==> src/rtl/codec_sample_capture.sv <==
// Captures codec ADC samples on new_frame rising edges into a show-ahead FIFO drained by valid/ack.
// One cycle push-to-valid latency; a push into a full FIFO without a pop is dropped and counted.
module codec_sample_capture #(
  parameter int WIDTH         = 16,
  parameter int ADDR_BITS     = 3,
  parameter int DROP_CNT_BITS = 8
) (
  input  logic                     clk,
  input  logic                     reset,
  input  logic                     new_frame,
  input  logic [WIDTH-1:0]         codec_sample_in,
  input  logic                     capture_enable,
  output logic [WIDTH-1:0]         sample_out,
  output logic                     sample_valid,
  input  logic                     sample_ack,
  output logic [ADDR_BITS:0]       fill_level,
  output logic                     overflow,
  output logic [DROP_CNT_BITS-1:0] drop_count,
  input  logic                     clear_overflow
);

  localparam int DEPTH = 1 << ADDR_BITS;
  localparam logic [ADDR_BITS:0]       PTR_ONE = 1;
  localparam logic [DROP_CNT_BITS-1:0] CNT_ONE = 1;

  logic [WIDTH-1:0]   mem [DEPTH];
  logic [ADDR_BITS:0] wr_ptr, rd_ptr;
  logic               prev_frame;

  logic frame_edge, push, pop, empty, full, accept, drop;

  always_comb begin
    frame_edge = new_frame & ~prev_frame;
    push       = frame_edge & capture_enable;
    empty      = (wr_ptr == rd_ptr);
    full       = (wr_ptr[ADDR_BITS-1:0] == rd_ptr[ADDR_BITS-1:0]) &&
                 (wr_ptr[ADDR_BITS] != rd_ptr[ADDR_BITS]);
    pop        = sample_ack & ~empty;
    // A pop on a full FIFO frees the slot in time for the coincident push.
    accept     = push & (~full | pop);
    drop       = push & full & ~pop;
  end

  // prev_frame resets high so a frame line already high at release is not an edge.
  always_ff @(posedge clk or negedge reset) begin
    if (!reset) begin
      prev_frame <= 1'b1;
      wr_ptr     <= '0;
      rd_ptr     <= '0;
      overflow   <= 1'b0;
      drop_count <= '0;
    end else begin
      prev_frame <= new_frame;
      if (accept) wr_ptr <= wr_ptr + PTR_ONE;
      if (pop)    rd_ptr <= rd_ptr + PTR_ONE;
      if (drop) begin
        overflow <= 1'b1;
        if (clear_overflow)        drop_count <= CNT_ONE;
        else if (drop_count != '1) drop_count <= drop_count + CNT_ONE;
      end else if (clear_overflow) begin
        overflow   <= 1'b0;
        drop_count <= '0;
      end
    end
  end

  always_ff @(posedge clk) begin
    if (accept) mem[wr_ptr[ADDR_BITS-1:0]] <= codec_sample_in;
  end

  always_comb begin
    sample_valid = ~empty;
    sample_out   = empty ? '0 : mem[rd_ptr[ADDR_BITS-1:0]];
    fill_level   = wr_ptr - rd_ptr;
  end

endmodule
==> config.mk <==
export PLATFORM = sky130hd
export DESIGN_NAME = codec_sample_capture
export DESIGN_NICKNAME = d
export VERILOG_FILES = /design/src/rtl/codec_sample_capture.sv
export SDC_FILE = /design/constraint.sdc
export NUM_CORES = 1
export LEC_CHECK = 0
export ABC_AREA = 1
export CAP_MARGIN = 20
export CORE_UTILIZATION = 52
export DETAILED_ROUTE_END_ITERATION = 6
export PLACE_DENSITY = 0.76
export SYNTH_ARGS = -nofsm -noshare
export SYNTH_HDL_FRONTEND = slang
export SYNTH_SLANG_ARGS = --single-unit
==> constraint.sdc <==
create_clock -name clk -period 3.4 [get_ports clk]
set_clock_uncertainty 0.15 [all_clocks]
set_input_delay 1.02 -clock clk [delete_from_list [all_inputs] [get_ports clk]]
set_output_delay 1.02 -clock clk [all_outputs]
set_load 0.01 [all_outputs]
# Word-level counts from Yosys, hierarchy flattened
# Memories as Yosys holds them, arrays and structs flattened.
# Cells that the tools add are included.
# word_totals
out_inout_bits	30
ff_bits	18
memories	1
input_bits	22
wordCells	38
ramBits	128
# classes
mux	9
reduce_logical	4
n_bitwise	11
n_eq_ne	4
n_addsub	4
# mem_list
name	depth	word_bits	rd	rd_clocked_by_memory_dff	write_ports	line_no	source
mem	8	16	1	0	1	26	logic [WIDTH-1:0] mem [DEPTH];
# op_table
op	n
$mux W8	4
$mux W16	1
$add A4 B1 Y4 const B	2
$add A8 B1 Y8 const B	1
$ne A8 B8 Y1 const B	1
$and A1 B1 Y1	6
$eq A4 B4 Y1	1
$mux W1	4
$not A1 Y1	4
$reduce_bool A2 Y1	2
$sub A4 B4 Y4	1
$eq A3 B3 Y1	1
$reduce_and A2 Y1	1
$logic_and A1 B1 Y1	1
$ne A1 B1 Y1	1
$or A1 B1 Y1	1

# Logic depth before layout (Yosys ltp)
# depth
ltp_word	7
mapped_depth	11
depth_no_buf	9

# Worst setup path before layout
# OpenSTA, ideal clock, no wires.
# synth_timing
kind	input port to flip-flop
from	input port capture_enable
to	memory mem[6][0], enable pin
stages	6
path_slack_ns	0.171
required_time_ns	2.841
setup_ns	0.409
arrival_ns	2.670
path_buffers	0
cell_sequence	nand2_1 > nor2_1 > nand2_2 > inv_1 > nand2_1 > nor3_1
# synth_between
elab_chain_cells	4
# synth_rtl
element	line_no	source
from (decl)	12	input logic capture_enable,
$and A1 B1 Y1	34	push = frame_edge & capture_enable;
$and A1 B1 Y1	40	accept = push & (~full | pop);
$mux W1	68	if (accept) mem[wr_ptr[ADDR_BITS-1:0]] <= codec_sample_in;
$mux W1 (implied by the code)	68	
to (decl)	26	
# No other way between the ends.

# Worst setup path after layout
# layout_timing
from	register rd_ptr[1]
to	output port fill_level[1]
# layout_between
elab_chain_cells	1
# layout_rtl
element	line_no	source
from (decl)	27	logic [ADDR_BITS:0] wr_ptr, rd_ptr;
from (signal assigned)	55	if (pop) rd_ptr <= rd_ptr + PTR_ONE;
$sub A4 B4 Y4	74	fill_level = wr_ptr - rd_ptr;
to (decl)	16	output logic [ADDR_BITS:0] fill_level,
# No other way between the ends.

==> impl_metrics.json <==
{
  "syn_nets": 556,
  "fin_setup_tns_ps": 0,
  "grt-busiest-layer": "met2",
  "fillerInstances": 819,
  "place.gp.congestion": 0.846,
  "cts_root_buffer": "clkbuf_16",
  "final_cells": 762,
  "synth_top_family_by_area": "simple AND/OR/NAND/NOR gates",
  "routed_via_density": 5.56,
  "dieArea_um2": 12300,
  "synth_largest_area_cell": "edfxtp_1",
  "synth_most_common_cell": "edfxtp_1",
  "portBuffers": 51,
  "wl_per_cell_um": 17.6,
  "synth_seq_cells": 146,
  "grtUsageMet2": 0.382,
  "antenna_found_initial": 0,
  "end_kind": "primary output",
  "synth_common_cells": "edfxtp_1, nor2_1, o21ai_0",
  "grt_pass1_vias": 4233,
  "cp_num_buf_inv": 3,
  "stdcell_area_um2": 7610,
  "cpPeakStageDelay_ps": 530,
  "cap_violations": 0,
  "clk_pin_slew_worst_paths_ps": 60,
  "cts_max_level": 4,
  "cts_sinks": 146,
  "hp-class": "register to register",
  "synth_mux_area_frac": 0,
  "rsz0062_at_grt": "no",
  "path_cells": "buf_4 > fa_1 > inv_1 > clkdlybuf4s50_1",
  "cts_buffers": 17,
  "synth-compound-area-share": 0.0976,
  "tightest_slew_ps": 826,
  "synth_ff_type": "edfxtp_1",
  "status": "finished with violations",
  "synth-xor-area-share": 0.0125,
  "async_reset_ff_frac": 0.123,
  "period_needed_ps": 3300,
  "post_synth_and_or_nand_nor_area_fraction": 0.145,
  "dp_hpwl_mm": 8.08,
  "relSlewSlack": 0.448,
  "drt_first_pass_iters": 7,
  "core-area_um2": 11500,
  "synthAdderAreaFrac": 0.0154,
  "hold_viol": 0,
  "met1_usage": 0.300,
  "diodes": 0,
  "dpl_cell_area_um2": 6950,
  "grt_pass1_wl_mm": 21.6,
  "postRouteAntennaNets": 0,
  "critical_path.max_fanout": 25,
  "synth_seq_area_share": 0.694,
  "drt_iter0_markers": 374,
  "drt-total-wl_mm": 13.4,
  "fp.dieW_um": 111,
  "fp-row-count": 39,
  "avgSynthCellArea_um2": 11.7,
  "place_inst": 724,
  "synth_area_um2": 6190,
  "critical-path-top-delay-family": "buffers and inverters",
  "vias": 4234,
  "crit_path_top_delay_cell": "clkdlybuf4s50_1",
  "use_met3": 0.0590,
  "startpoint_type": "register",
  "clock_path_buffers": 2,
  "ys_warn_count": 0,
  "cp.arrival_ps": 2130,
  "ios": 52,
  "fp.dieH_um": 111,
  "synth-edff-count": 128,
  "ir_drop_mv": 0.426,
  "worst-setup-path-type": "register to primary output",
  "area_growth_pct": 23.0,
  "initial_core_util": 0.538,
  "grt_max_degree": 36,
  "p_leak_nw": 2.87,
  "worst_ep_required_time_ps": 2230,
  "finalMaxSlewViolations": 0,
  "netlist_instances": 527,
  "cts_tree": "done",
  "yosysUniqueCellTypes": 36,
  "violations": "DRC",
  "drc": 8,
  "drive_above_1_share": 0.134,
  "power_density_nw_per_um2": 847,
  "grt_use_total": 0.232,
  "synth.area.top_cells": "edfxtp_1, nor2_1, dfrtp_1, o21ai_0, nand2_1",
  "fin_crit_sh": 0.969,
  "final_nets": 635,
  "setup_viol": 0,
  "overflow": 0,
  "clk_latency_ps": 410,
  "synth_top_area_share": 0.621,
  "max_freq_mhz": 303
}
==> registers in the layout (all words and copies together) (netlist names) <==
name        cells
overflow        1
mem           128
drop_count      8
prev_frame      1
rd_ptr          4
wr_ptr          4
==> cells in the final DEF, fill, tap and decap left out, drive strengths merged, types with 3 or more instances in the layout <==
cell type	n
clkdlybuf4s50	33
nand3	11
dlygate4sd2	16
dfrtp	17
nand3b	3
bufinv	4
nor2	129
inv	15
o211ai	17
clkinv	8
edfxtp	128
xor2	4
a21oi	4
xnor2	4
o21ai	69
ha	6
nand2	69
clkbuf	20
buf	35
o22ai	16
==> metrics by stage <==
stage / util / hold WS (ps) / setup WS, ps / power [mW]
5_1_grt: 0.661 / 386 / 11.6 / 6.81
6_report: 0.661 / 340 / 105 / 6.45
3_5_place_dp: 0.604 / 322 / 173 / 4.64
4_1_cts: 0.659 / 338 / 13.4 / 6.46
2_1_floorplan: - / 332 / 171 / 3.65
3_3_place_gp: 0.604 / 327 / 271 / 4.58
==> worst paths after layout <==
check                                from            end  slack, ps  cells past startpoint
worst max register to register  rd_ptr[1]      mem[0][9]       1100                     10
worst max-delay path            rd_ptr[1]  fill_level[1]        100                      4
worst min-delay path             overflow       overflow        340                      2
min in group asynchronous           reset  drop_count[0]        930                      1
worst min register to register   overflow       overflow        340                      2
max in group asynchronous           reset      wr_ptr[2]       1600                      1
==> per-layer routing <==
layer / wire length (um) / part of all wire / vias up
li1: - / - / 2016
met1: 5570 / 0.41 / 2044
met2: 6760 / 0.50 / 156
met3: 912 / 0.068 / 18
met4: 199 / 0.015 / 0
met5: 0 / 0 / -
==> worst register-to-register path, stage by stage, from the launching register on <==
cell     delay, ps
dfrtp_1        380
inv_1           70
ha_1           290
nand3_1        120
nor2_1          70
nand2_1         80
nand2_2         90
inv_1          130
nand2_1        150
nor2_1         200
buf_4          270
==> repair_timing <==
item	CTS	global route
setup endpoints to repair	19	3
pin swaps	1	0
resized for setup	21	3
hold buffers	0	0
buffers inserted	4	2
==> area by class of cell <==
class | instances | area [um2] | share of cell area
clock buffer | 20 | 437 | 0.0574
inverter | 16 | 63.8 | 0.00838
multi-input combinational | 339 | 1690 | 0.222
timing repair buffer | 86 | 778 | 0.102
tap | 143 | 179 | 0.0235
clock inverter | 12 | 164 | 0.0215
sequential | 146 | 4300 | 0.565
==> cells by family after synthesis <==
| logic type | count (synthesis) |
|---|---|
| and+or+nand+nor | 217 |
| DFF | 146 |
| AOI/OAI and AO/OA | 107 |
| buffers and inverters | 42 |
| xor gates and xnor gates | 8 |
| adders and majority gates | 7 |
==> power by group <==
| group | total, mW | internal (mW) | switching, mW |
|---|---|---|---|
| combinational | 2.45 | 1.00 | 1.45 |
| sequential | 2.10 | 2.05 | 0.0503 |
| clock | 1.89 | 1.22 | 0.672 |
Power figures use the tool's default switching activity.
